### config.mk
export PLATFORM = sky130hd
export DESIGN_NAME = uart_cmd_frame_parser_flat
export DESIGN_NICKNAME = d
export VERILOG_FILES = /design/src/rtl/uart_cmd_frame_parser_if.sv /design/src/rtl/uart_cmd_frame_parser.sv /design/src/flat_wrapper.sv
export SDC_FILE = /design/constraint.sdc
export NUM_CORES = 1
export LEC_CHECK = 0
export CORE_MARGIN = 2
export CORE_UTILIZATION = 55
export CTS_BUF_LIST = sky130_fd_sc_hd__clkbuf_4
export DETAILED_ROUTE_END_ITERATION = 12
export PLACE_DENSITY = 0.79
export RECOVER_POWER = 25
export SLEW_MARGIN = 20
export SYNTH_ARGS = -nofsm -noshare
export SYNTH_HDL_FRONTEND = slang
export SYNTH_SLANG_ARGS = --single-unit
### constraint.sdc
create_clock -name clk -period 7 [get_ports clk]
set_input_delay 0.7 -clock clk [delete_from_list [all_inputs] [get_ports clk]]
set_output_delay 0.7 -clock clk [all_outputs]
set_load 0.02 [all_outputs]
### src/rtl/uart_cmd_frame_parser_if.sv
// Byte-stream input and decoded-command output bundle of the UART command-frame parser.
// The receiver side drives Flag_Rx/UART_Rx; the parser drives everything else.
interface uart_cmd_frame_parser_if #(
  parameter int unsigned MAX_PAYLOAD = 8
);
  localparam int unsigned PW = $clog2(MAX_PAYLOAD + 1);

  logic                     Flag_Rx;
  logic [7:0]               UART_Rx;
  logic                     cmd_valid;
  logic [7:0]               cmd_code;
  logic [PW-1:0]            payload_len;
  logic [8*MAX_PAYLOAD-1:0] payload;
  logic                     frame_err;
  logic [1:0]               err_code;
  logic                     busy;

  modport master (
    output Flag_Rx, UART_Rx,
    input  cmd_valid, cmd_code, payload_len, payload, frame_err, err_code, busy
  );

  modport slave (
    input  Flag_Rx, UART_Rx,
    output cmd_valid, cmd_code, payload_len, payload, frame_err, err_code, busy
  );
endinterface

### src/rtl/uart_cmd_frame_parser.sv
// Parses HEADER, L, CMD, payload, FOOTER frames from a UART byte strobe and
// publishes the command and payload atomically, or an error strobe with its cause.
module uart_cmd_frame_parser #(
  parameter logic [7:0]  HEADER         = 8'hFE,
  parameter logic [7:0]  FOOTER         = 8'hEF,
  parameter int unsigned MAX_PAYLOAD    = 8,
  parameter logic [7:0]  CMD_MAX        = 8'd15,
  parameter int unsigned TIMEOUT_CYCLES = 50000
) (
  input logic                    clk,
  input logic                    rst,
  uart_cmd_frame_parser_if.slave bus
);

  localparam int unsigned PW = $clog2(MAX_PAYLOAD + 1);
  localparam int unsigned IW = (MAX_PAYLOAD > 1) ? $clog2(MAX_PAYLOAD) : 1;
  localparam int unsigned TW = $clog2(TIMEOUT_CYCLES);

  localparam logic [2:0] S_IDLE = 3'd0;
  localparam logic [2:0] S_LEN  = 3'd1;
  localparam logic [2:0] S_CMD  = 3'd2;
  localparam logic [2:0] S_DATA = 3'd3;
  localparam logic [2:0] S_FOOT = 3'd4;

  localparam logic [1:0] E_TIMEOUT = 2'd0;
  localparam logic [1:0] E_LEN     = 2'd1;
  localparam logic [1:0] E_CMD     = 2'd2;
  localparam logic [1:0] E_FOOT    = 2'd3;

  logic [2:0]    state;
  logic [TW-1:0] tmo_cnt;
  logic [PW-1:0] plen;   // payload byte count of the frame in flight (L-1)
  logic [PW-1:0] idx;
  logic [7:0]    sh_cmd;
  logic [7:0]    sh_buf [MAX_PAYLOAD];
  logic [8*MAX_PAYLOAD-1:0] sh_packed;

  always_comb begin
    sh_packed = '0;
    for (int i = 0; i < int'(MAX_PAYLOAD); i++) sh_packed[8*i +: 8] = sh_buf[i];
  end

  // NOTE: all state below is sequential, so every assignment in this block is
  // non-blocking; later assignments in the same cycle override earlier defaults.
  always_ff @(posedge clk or posedge rst) begin
    if (rst) begin
      state           <= S_IDLE;
      tmo_cnt         <= '0;
      plen            <= '0;
      idx             <= '0;
      sh_cmd          <= '0;
      // NOTE: the shadow buffer is a handful of flops rather than a RAM, so it is
      // reset with everything else and unused slots are guaranteed to read 0.
      sh_buf          <= '{default: '0};
      bus.cmd_valid   <= 1'b0;
      bus.cmd_code    <= '0;
      bus.payload_len <= '0;
      bus.payload     <= '0;
      bus.frame_err   <= 1'b0;
      bus.err_code    <= E_TIMEOUT;
      bus.busy        <= 1'b0;
    end else begin
      bus.cmd_valid <= 1'b0;
      bus.frame_err <= 1'b0;

      if (bus.Flag_Rx) begin
        // A byte always beats a timeout landing on the same cycle.
        tmo_cnt <= '0;
        case (state)
          S_IDLE: begin
            if (bus.UART_Rx == HEADER) begin
              state    <= S_LEN;
              bus.busy <= 1'b1;
              sh_buf   <= '{default: '0};
            end
          end
          S_LEN: begin
            if (bus.UART_Rx == 8'd0 || 32'(bus.UART_Rx) > MAX_PAYLOAD + 1) begin
              state         <= S_IDLE;
              bus.busy      <= 1'b0;
              bus.frame_err <= 1'b1;
              bus.err_code  <= E_LEN;
            end else begin
              plen  <= PW'(bus.UART_Rx - 8'd1);
              state <= S_CMD;
            end
          end
          S_CMD: begin
            if (bus.UART_Rx > CMD_MAX) begin
              state         <= S_IDLE;
              bus.busy      <= 1'b0;
              bus.frame_err <= 1'b1;
              bus.err_code  <= E_CMD;
            end else begin
              sh_cmd <= bus.UART_Rx;
              idx    <= '0;
              state  <= (plen == '0) ? S_FOOT : S_DATA;
            end
          end
          S_DATA: begin
            sh_buf[IW'(idx)] <= bus.UART_Rx;
            idx              <= idx + PW'(1);
            if (idx + PW'(1) == plen) state <= S_FOOT;
          end
          S_FOOT: begin
            state    <= S_IDLE;
            bus.busy <= 1'b0;
            if (bus.UART_Rx == FOOTER) begin
              bus.cmd_valid   <= 1'b1;
              bus.cmd_code    <= sh_cmd;
              bus.payload_len <= plen;
              bus.payload     <= sh_packed;
            end else begin
              bus.frame_err <= 1'b1;
              bus.err_code  <= E_FOOT;
            end
          end
          default: begin
            state    <= S_IDLE;
            bus.busy <= 1'b0;
          end
        endcase
      end else if (state != S_IDLE) begin
        if (tmo_cnt == TW'(TIMEOUT_CYCLES - 1)) begin
          state         <= S_IDLE;
          tmo_cnt       <= '0;
          bus.busy      <= 1'b0;
          bus.frame_err <= 1'b1;
          bus.err_code  <= E_TIMEOUT;
        end else begin
          tmo_cnt <= tmo_cnt + TW'(1);
        end
      end
    end
  end

endmodule

### src/flat_wrapper.sv
// flat-port wrapper written by rule: the top's interface ports become plain ports
module uart_cmd_frame_parser_flat 
#(
  parameter logic [7:0]  HEADER         = 8'hFE,
  parameter logic [7:0]  FOOTER         = 8'hEF,
  parameter int unsigned MAX_PAYLOAD    = 8,
  parameter logic [7:0]  CMD_MAX        = 8'd15,
  parameter int unsigned TIMEOUT_CYCLES = 50000
)
  (clk, rst, bus_Flag_Rx, bus_UART_Rx, bus_cmd_valid, bus_cmd_code, bus_payload_len, bus_payload, bus_frame_err, bus_err_code, bus_busy);
  uart_cmd_frame_parser_if #(.MAX_PAYLOAD(MAX_PAYLOAD)) bus_i ();
  input logic clk;
  input logic rst;
  input wire logic [$bits(bus_i.Flag_Rx)-1:0] bus_Flag_Rx;
  input wire logic [$bits(bus_i.UART_Rx)-1:0] bus_UART_Rx;
  output wire logic [$bits(bus_i.cmd_valid)-1:0] bus_cmd_valid;
  output wire logic [$bits(bus_i.cmd_code)-1:0] bus_cmd_code;
  output wire logic [$bits(bus_i.payload_len)-1:0] bus_payload_len;
  output wire logic [$bits(bus_i.payload)-1:0] bus_payload;
  output wire logic [$bits(bus_i.frame_err)-1:0] bus_frame_err;
  output wire logic [$bits(bus_i.err_code)-1:0] bus_err_code;
  output wire logic [$bits(bus_i.busy)-1:0] bus_busy;
  assign bus_i.Flag_Rx = bus_Flag_Rx;
  assign bus_i.UART_Rx = bus_UART_Rx;
  assign bus_cmd_valid = bus_i.cmd_valid;
  assign bus_cmd_code = bus_i.cmd_code;
  assign bus_payload_len = bus_i.payload_len;
  assign bus_payload = bus_i.payload;
  assign bus_frame_err = bus_i.frame_err;
  assign bus_err_code = bus_i.err_code;
  assign bus_busy = bus_i.busy;
  uart_cmd_frame_parser #(.HEADER(HEADER), .FOOTER(FOOTER), .MAX_PAYLOAD(MAX_PAYLOAD), .CMD_MAX(CMD_MAX), .TIMEOUT_CYCLES(TIMEOUT_CYCLES)) u_core (.clk(clk), .rst(rst), .bus(bus_i));
endmodule
==> reports/summary.txt, run 1 <==
CP Launch Type - input port
Fillers - 963
Resized cells post-CTS - 0
Clock group share of total power - 37.2%
GRT Residual Overflow - 0
Worst setup EP type - asynchronous set/reset pin
Clock Path Buffers - 2
Min Tclk post-route - 4.19 ns
Initial antenna violation count - 0
Clock Skew - 0.0193 ns
Cell Area, Placed - 8420 sq um
Ant. Diodes - 0
Async SR Flop Fraction - 100%
Final slew viol count - 110
Worst path arrival time - 4.78 ns
DRT antenna net count - 0
Internal power - 0.00134 W
Core Box Area - 13200 sq um
Min-delay src - u_core.sh_cmd[6]
Seq/Total Area, Yosys - 61.1%
First drt pass iteration count - 4
Worst reg2reg endpoint - u_core.bus.payload[19]
RSZ-0062 raised after global routing - no
Hold Path Class - reg2reg
Seq cells post-synth - 180
Vias in the first global route - 4922
TritonCTS Buffers - 17
CP max FO - 109
Layout Nets - 664
Die height - 120 um
Switch share - 22.8%
Die area - 14400 sq um
Mean post-synth cell area - 13.2 sq um
FF-to-FF Start - u_core.state[0]
CTS tree - done
Final worst slack - 2.81 ns
Worst-Margin Slew - 4.54 ns
Setup CP Type - in2async
EDFF count, synth - 0
Via count - 4887
CTS sink cnt - 180
Average routed wire per standard cell - 18.7 um
Fmax - 0.239 GHz
DRC - 0
Required @ worst endpoint - 7.59 ns
Violated checks - capacitance limit, slew limit
Hold Fails Final Rpt - 0
Logic pwr share - 2.6%
Via density - 5.85
Layout cells sized above 1 - 19.1%
Top FF cell, synth - dfrtp_1
GRT Total Usage - 23.4%
Rel. slew slack - -205%
Fin area - 8750 sq um
Reg area - 4500 sq um
Iteration-0 DRC Markers - 368
Max cap viols - 1
Hold EP - u_core.sh_cmd[6]
Synth warnings - 0
Port Buffer Count - 91
Post-detail-place hpwl - 10.2 mm
Setup-failing EPs final - 0
Final Util - 66.3%
H-tree Lvls - 4
First-pass GRT wire length - 26.0 mm
Area grow syn2layout - 18.6%
Gate Count Post-Synth - 560
Share of power burned in registers - 60.1%
Net switching power - 0.000397 W
Core Rows - 42
R2R depth - 5
CTS clk-pin slew, worst paths - 0.13 ns
# hold bufs at CTS - 0
Leakage power - 4.01 nW
Area taken by multi-input logic gates - 2720 sq um
Routability cong. - 0.806
Synthesized Nets - 578
Status - finished with violations
Clk Latency, worst-skew pair - 0.57 ns
IR drop worst, VDD - 0.000123 V
Final period util - 59.8%
Worst slack, placed - 3.42 ns
Syn Std Cell Area - 7380 sq um
DRT Wirelength - 15.7 mm
Setup Fix Bufs, Post-CTS - 0
Starting Density - 55.9%
Netlist cell types - 46
Setup TNS Final - 0 ns
Pin count of the biggest net entering global routing - 110
Chip width - 120 um
Hold depth - 1
Pwr/cell area - 199 nW/um^2
Reg2Reg Setup Slack - 4.02 ns
# IOs - 92
Root Buffer - clkbuf_4
## layout by cell type (no fill, tap or decap), types with 3 or more instances in the layout
master and n:
nor2_1 24, clkdlybuf4s50_1 90, a21oi_1 13, clkinv_4 3, o2bb2ai_1 64, o31ai_1 4, dfrtp_1 180, ha_1 7
nand3b_1 6, o21ai_2 8, nand3_1 8, and3_1 10, or3_1 3, and2_1 4, nand4_1 3, nand2_1 30
nor4_1 3, mux2_2 79, nor2b_1 4, a21o_1 3, inv_1 12, nor4b_1 3, o21ai_0 10, nor3_1 7
xnor2_1 10, and4_1 4, xor2_1 10, bufinv_16 4, clkbuf_4 17
## routing by layer
| layer | global-route usage, % | wire length (um) | vias to the layer above |
|---|---|---|---|
| met2 | 35.8 | 7450 | 148 |
| met5 | 0 | 0 | - |
| met1 | 33.5 | 7160 | 2499 |
| met4 | 8.90 | 387 | 0 |
| li1 | - | - | 2212 |
| met3 | 4.52 | 654 | 28 |
## critical path, stage by stage
cell             delay (ns)
clkdlybuf4s50_1        0.41
clkinvlp_2             2.53
buf_4                  1.02
## synthesized netlist by cell type, types with 2 or more instances
cell type  count  area share [%]
o2bb2ai_1     64             7.6
o211ai_1       2            0.20
or4_1          2            0.20
nor2b_1        4            0.34
nand2b_1       2            0.17
nor4b_1        3            0.36
and3_1        10            0.85
nand2_1       30             1.5
xnor2_1       10             1.2
buf_2         11            0.75
a21o_1         3            0.31
and2_1         4            0.34
buf_1          2            0.10
nand3_1        8            0.54
clkbuf_1      12            0.61
a21oi_1       13            0.88
mux2i_1        2            0.27
or3b_2         2            0.24
nor3_1         7            0.47
or3_1          3            0.25
and4_1         4            0.47
nand4_1        3            0.25
dfrtp_1      180              61
o21ai_0       10            0.68
mux2_2        79              12
nor2_1        25             1.3
ha_1           7             1.2
nor3b_1        2            0.20
o31ai_1        4            0.41
xor2_1        10             1.2
o21ai_2        8            0.95
nor4_1         3            0.25
inv_1         13            0.66
nand3b_1       6            0.61
## how the worst max path moves through the flow
stage / end / slack [ns] / start
after floorplan: u_core.bus.busy / 1.41 / rst
after global placement: u_core.bus.payload[42] / 3.53 / bus_UART_Rx[2]
after detailed placement: u_core.bus.payload[19] / 3.42 / bus_UART_Rx[0]
after CTS: u_core.bus.payload[19] / 4.00 / u_core.state[0]
after global routing: u_core.tmo_cnt[13] / 1.98 / rst
final: u_core.tmo_cnt[11] / 2.81 / rst
## through the flow
stage	cells	total power, W	hold slack, ns
after CTS	835	0.00176	0.503
after floorplan	560	0.00109	0.444
after global placement	803	0.00111	0.465
after detailed placement	803	0.00111	0.468
final	835	0.00174	0.496
after global routing	835	0.00181	0.516
## cell type report
class,instances,share of cell area (%)
Clock inverter,15,2.33
Sequential cell,180,51.5
Clock buffer,17,1.46
Inverter,13,0.572
Tap cell,176,2.52
Timing Repair Buffer,93,10.6
Multi-Input combinational cell,341,31.0
## power groups by stage
stage / registers [W] / clock network (W) / logic (W)
global placement: 0.00106 / 0 / 0.0000454
finish: 0.00104 / 0.000647 / 0.0000457
CTS: 0.00104 / 0.000664 / 0.0000476
detailed placement: 0.00106 / 0 / 0.0000473
floorplan: 0.00106 / 0 / 0.0000281
global route: 0.00105 / 0.000709 / 0.0000528
## cells by family after synthesis
group           count (synthesis)  synth area share (%)
mux                            81                  12.3
buf+inv                        39                  2.22
fa+ha+maj                       7                  1.19
simple gates                  122                  8.99
xor+xnor                       20                  2.37
compound gates                111                  11.8
flops                         180                  61.1
## sequential cells by signal (all words and copies together), names as in the netlist
signal	count
u_core.bus.busy	1
u_core.bus.cmd_code	8
u_core.bus.cmd_valid	1
u_core.bus.err_code	2
u_core.bus.frame_err	1
u_core.bus.payload	64
u_core.bus.payload_len	4
u_core.idx	4
u_core.plen	4
u_core.sh_buf	64
u_core.sh_cmd	8
u_core.state	3
u_core.tmo_cnt	16
Note: power is estimated with default switching activity, not from simulation.
==> run 2, diff against run 1 <==
CORE_UTILIZATION = 52   (was 55)
PLACE_DENSITY = 0.78   (was 0.79)
clock period = 3.5 ns   (was 7 ns; I/O delays follow)
==> run 2 against run 1 <==
The flow now finishes without violations. Clock power increased by 76%. Power grew 91%. Final cell count grew 0.96%. Critical endpoint is now u_core.sh_buf[35]. Largest power group unchanged. Highest routed layer unchanged.
==> reports/summary.txt, run 2 (synthesized netlist as in run 1, its figures left out) <==
Fmax - 0.396 GHz
CP max FO - 20 (-82%)
Via count - 4848 (-0.80%)
DRT Wirelength - 15.9 mm (+1.5%)
Slowest stage cell on the critical path - nor4_4
R2R depth - 5 (unchanged)
Crit path depth - 5 (+2)
Vias in the first global route - 4919 (-0.061%)
Post-detail-place hpwl - 10.5 mm (+3.7%)
DRT antenna net count - 0 (unchanged)
Layout cells sized above 1 - 19.3% (+0.19 points)
Routability cong. - 0.806 (about the same)
Critical Path Sink - u_core.sh_buf[35]
Iteration-0 DRC Markers - 460 (+25%)
Area grow syn2layout - 18.4%
Worst path bufs/invs - 0 (-3)
First-pass GRT wire length - 26.2 mm (+0.72%)
Average routed wire per standard cell - 18.8 um (+0.54%)
Setup TNS Final - 0 ns (unchanged)
Hold Fails Final Rpt - 0 (unchanged)
DRC - 0 (unchanged)
Worst path arrival time - 2.97 ns (-1.81 ns)
Ant. Diodes - 0 (unchanged)
Met1 usage - 32.4% (-1.1 points)
Final period util - 72.2%
GRT busiest layer - met2
Leakage power - 4.00 nW (-0.31%)
Required @ worst endpoint - 3.94 ns (-3.65 ns)
Dpl cells - 811 (+1.0%)
Starting Density - 53.1% (-2.8 points)
Die height - 123 um (+2.7%)
Via density - 5.75 (-1.7%)
Rel. slew slack - 9.53% (+210 points)
# IOs - 92 (unchanged)
Critical path startpoint - u_core.state[0]
Initial antenna violation count - 0 (unchanged)
Root Buffer - clkbuf_4
Min Tclk post-route - 2.53 ns
GRT Residual Overflow - 0 (unchanged)
Fillers - 1071 (+11%)
TritonCTS Buffers - 17 (unchanged)
Clk Latency, worst-skew pair - 0.57 ns (about the same)
Worst setup EP type - flip-flop
RSZ-0062 raised after global routing - no
CP Launch Type - flip-flop
Core Box Area - 13900 sq um (+5.2%)
Status - completed
Die area - 15200 sq um (+5.6%)
Core Rows - 43 (+2.4%)
Clock Path Buffers - 2 (unchanged)
Pin count of the biggest net entering global routing - 91 (-17%)
Final Instance Count excl. Fillers - 843 (+0.96%)
Pwr/cell area - 380 nW/um^2 (+91%)
Worst stage delay on the critical path - 0.75 ns (-1.78 ns)
IR drop worst, VDD - 0.000276 V (+130%)
CTS clk-pin slew, worst paths - 0.15 ns (+0.02 ns)
CTS sink cnt - 180 (unchanged)
# hold bufs at CTS - 0 (unchanged)
H-tree Lvls - 4 (unchanged)
Clock Skew - 0.0227 ns (+0.00343 ns)
Commonest non-fill, non-tap cell in the layout - dfrtp_1
Met3 Use GR - 5.49% (+0.97 points)
Met2 usage - 34.7% (-1.1 points)
Worst reg2reg endpoint - u_core.sh_buf[35]
Setup-failing EPs final - 0 (unchanged)
CTS tree - done
Setup CP Type - reg2reg
Chip width - 123 um (+2.7%)
FF-to-FF Start - u_core.state[0]
Hold Path Class - in2async
Layout Nets - 668 (+0.60%)
Max cap viols - 0 (-1)
GRT Total Usage - 22.6% (-0.82 points)
Regs by FF count - u_core.bus.payload (64), u_core.sh_buf (64), u_core.tmo_cnt (16)
Final slew viol count - 0 (-100%)
Setup Fix Bufs, Post-CTS - 0 (unchanged)
Resized cells post-CTS - 0 (unchanged)
Port Buffer Count - 91 (unchanged)
Critical-path cell list - or3_1 -> a21oi_1 -> nor4_4 -> o21ai_2 -> o2bb2ai_1
Fin Hold WS - 0.418 ns (-0.0781 ns)
Worst path top cell family by delay - simple AND/OR/NAND/NOR gates
Worst-Margin Slew - 1.36 ns (-3.19 ns)
Reg2Reg Setup Slack - 0.97 ns (-3.05 ns)
First drt pass iteration count - 5 (+1)
Most frequent cells in the layout - dfrtp_1 (180), clkdlybuf4s50_1 (90), mux2_2 (79), o2bb2ai_1 (64), nand2_1 (30)
## run 2: cell type report
type | count | area, sq um | area share, %
flip-flops and latches | 180 | 4500 | 51.6
multi-input cells | 341 | 2720 | 31.1
repair buffers | 97 | 957 | 11.0
well taps | 180 | 225 | 2.58
clock inverters | 14 | 145 | 1.66
clock buffers | 18 | 135 | 1.55
inverters | 13 | 50.0 | 0.573
## run 2: where the power goes
group	internal, W	total (W)	switching, W
combinational	0.0000259	0.0000953	0.0000694
clock	0.000381	0.00114	0.000756
sequential	0.00208	0.00209	0.00000465
total	0.00249	0.00332	0.000831
## run 2: metrics by stage
step                      setup slack [ns]  util (%)  power, W  instance area [sq um]
after CTS                            0.974      63.0   0.00336                   8750
after global routing                 0.760      62.9   0.00346                   8730
after detailed placement             0.595      61.0   0.00223                   8470
after global placement               0.634      61.0   0.00222                   8470
after floorplan                      0.841         -   0.00219                   7380
final                                0.974      62.9   0.00332                   8730
## run 2: routing by layer
| layer | vias to the layer above | part of all wire [%] | wire, um |
|---|---|---|---|
| met1 | 2470 | 46 | 7350 |
| met4 | 0 | 1.1 | 172 |
| met3 | 17 | 5.0 | 789 |
| met5 | - | 0 | 0 |
| li1 | 2222 | - | - |
| met2 | 139 | 48 | 7580 |
## run 2: how the worst min path moves through the flow
stage	slack, ns	endpoint	cells after the start
2_1_floorplan	0.43	u_core.plen[0]	1
3_3_place_gp	0.46	u_core.sh_cmd[6]	1
3_5_place_dp	0.47	u_core.sh_cmd[6]	1
4_1_cts	0.15	u_core.tmo_cnt[4]	2
5_1_grt	0.43	u_core.tmo_cnt[2]	2
6_report	0.42	u_core.tmo_cnt[10]	2
==> RTL edit (settings of run 2) <==
`TIMEOUT_CYCLES` is set to 50000 in 2 places; all go to 12500.
--- a/src/rtl/uart_cmd_frame_parser.sv
+++ b/src/rtl/uart_cmd_frame_parser.sv
@@ -7,3 +7,3 @@
   parameter logic [7:0]  CMD_MAX        = 8'd15,
-  parameter int unsigned TIMEOUT_CYCLES = 50000
+  parameter int unsigned TIMEOUT_CYCLES = 12500
 ) (
--- a/src/flat_wrapper.sv
+++ b/src/flat_wrapper.sv
@@ -7,3 +7,3 @@
   parameter logic [7:0]  CMD_MAX        = 8'd15,
-  parameter int unsigned TIMEOUT_CYCLES = 50000
+  parameter int unsigned TIMEOUT_CYCLES = 12500
 )
Function: no difference found for any inputs over 4 cycles, from zero or initial values and one cycle with rst high; that may be too few to reach the edited logic, so the function may still have changed.
==> RTL edit against run 2 <==
- the run now ends with capacitance limit, slew limit left
- cell count is 17% higher
- cell area is 1.2% lower
- sequential cell count is 2 lower
- worst hold slack better by 0.015 ns
- synthesized cell count is 28% higher
- setup slack better by 0.0097 ns
- clock skew is 0.011 ns lower
- power is 4.3% lower
- die area is 0.65% lower
- routed wire length is 2.1% lower
- largest power group unchanged
- area after synthesis is 0.68% lower
- first-iteration DRC count is 18% lower
==> RTL edit: results (changes against run 2) <==
The run finished, with violations left. The final reports fail on capacitance limit, slew limit. The portion of total power attributed to combinational logic was 2.7% (-0.2 points); the total half-perimeter wirelength after legalization and detailed placement was 10,540 µm (about the same). The cell area reported after detailed placement was 8398 µm² (-0.81%). The number of inverters outside the clock class in the layout was 12 (-1); the power density over cell area was 368.6 nW/µm² (-3.1%). Sequential cell area: 4454 µm² (-1.1%).

The tools report the worst hold margin as 0.4327 ns (+0.01469 ns). The overall track demand over capacity in global routing is 22.21% (-0.36 points). The number of nets at the end of the flow is 815 (+22%).

The cell count after placement was 958 (+18%); the highest ir drop seen on vdd was 0.2429 mV (-12%). On the critical path the largest part of the delay comes from compound AO/OA/AOI/OAI gates. The tools report the total of fill cells in the finished design as 1,116 (+4.2%). The number of antenna repair diodes is 1 (+1), and the XOR/XNOR share of the synthesized area is 2.391% (+0.016 points). The portion of the layout cell area used by clock cells is 2.814% (-0.40 points), and the filler-free cell count of the finished design is 990 (+17%).

The design internal power was 2.457 mW (-1.4%). The run gives 5,409 (+12%) as the via count of the routed design. The net count after synthesis was 734 (+27%). The logs give 60.79% (-0.27 points) for the sequential area share after synthesis and 0.8439 ns (+0.2491 ns) for the worst setup slack after placement.

The reg-to-reg startpoint was u_core.idx[0]. The maximum fanout count along the critical path is 12 (-40%), and the final estimated routing congestion in global placement is 0.8574 (+6.4%). The tools report the count of multi-input combinational gates as 490 (+44%). The share of layout cells above drive strength 1 is 5.686% (-14 points), and the final clock skew is 0.01214 ns (-0.01057 ns). The via count of the first global-routing pass was 5,283 (+7.4%); the final design utilization was 62.38% (-0.53 points).

The adder-cell share of the synthesized area is 1.195% (+0.0081 points). The logs give 21 (+3) for the number of clock buffers in the layout and 25,950 µm (-0.79%) for the wire length of the first global-routing pass. The tools report the footprint of the multi-input gates as 2681 µm² (-1.3%). The worst endpoint data arrival time was 2.98 ns (about the same); the share of the final layout cell area in multi-input gates was 31.08% (about the same). The number of slew-limit violations in the final report is 64 (+64), and the final-layout non-clock buffer area share is 11.29% (+0.33 points). The largest registers in the layout are u_core.bus.payload: 64 flops, u_core.sh_buf: 64 flops, u_core.tmo_cnt: 14 flops.

The average cell area after synthesis was 10.23 µm² (-22%). The pin count of the biggest net entering global routing is 92 (+1.1%). Counting instances in the post-synthesis netlist gives the leading cell types as nand2_1 (260), dfrtp_1 (178), o2bb2ai_1 (64). The number of maximum-capacitance constraint violations is 1 (+1). The transition time at the pin with the least slew margin was 1.534 ns (+0.1766 ns).
RTL edit: cell types whose count changed after synthesis, moves of 7 or more:
cell      change
and3_1        -7
o21ai_1       +7
mux2_2       -77
nand2_1     +230
o21ai_2       -8
clkbuf_1      +8
RTL edit: worst max path at each step:
stage | start | end | slack [ns]
CTS | u_core.idx[0] | u_core.state[0] | 1.08
global route | rst | u_core.bus.err_code[0] | 0.58
detailed placement | bus_Flag_Rx | u_core.sh_buf[17] | 0.84
floorplan | rst | u_core.bus.busy | 0.87
finish | u_core.idx[0] | u_core.state[0] | 0.98
global placement | bus_Flag_Rx | u_core.sh_buf[0] | 0.87
RTL edit: metal layers:
metal / part of all wire (%) / global-route usage (%) / vias up
li1: - / - / 2580
met5: 0 / 0 / -
met4: 1.1 / 7.328 / 0
met2: 49 / 35.53 / 138
met1: 46 / 30.27 / 2672
met3: 4.0 / 4.879 / 19
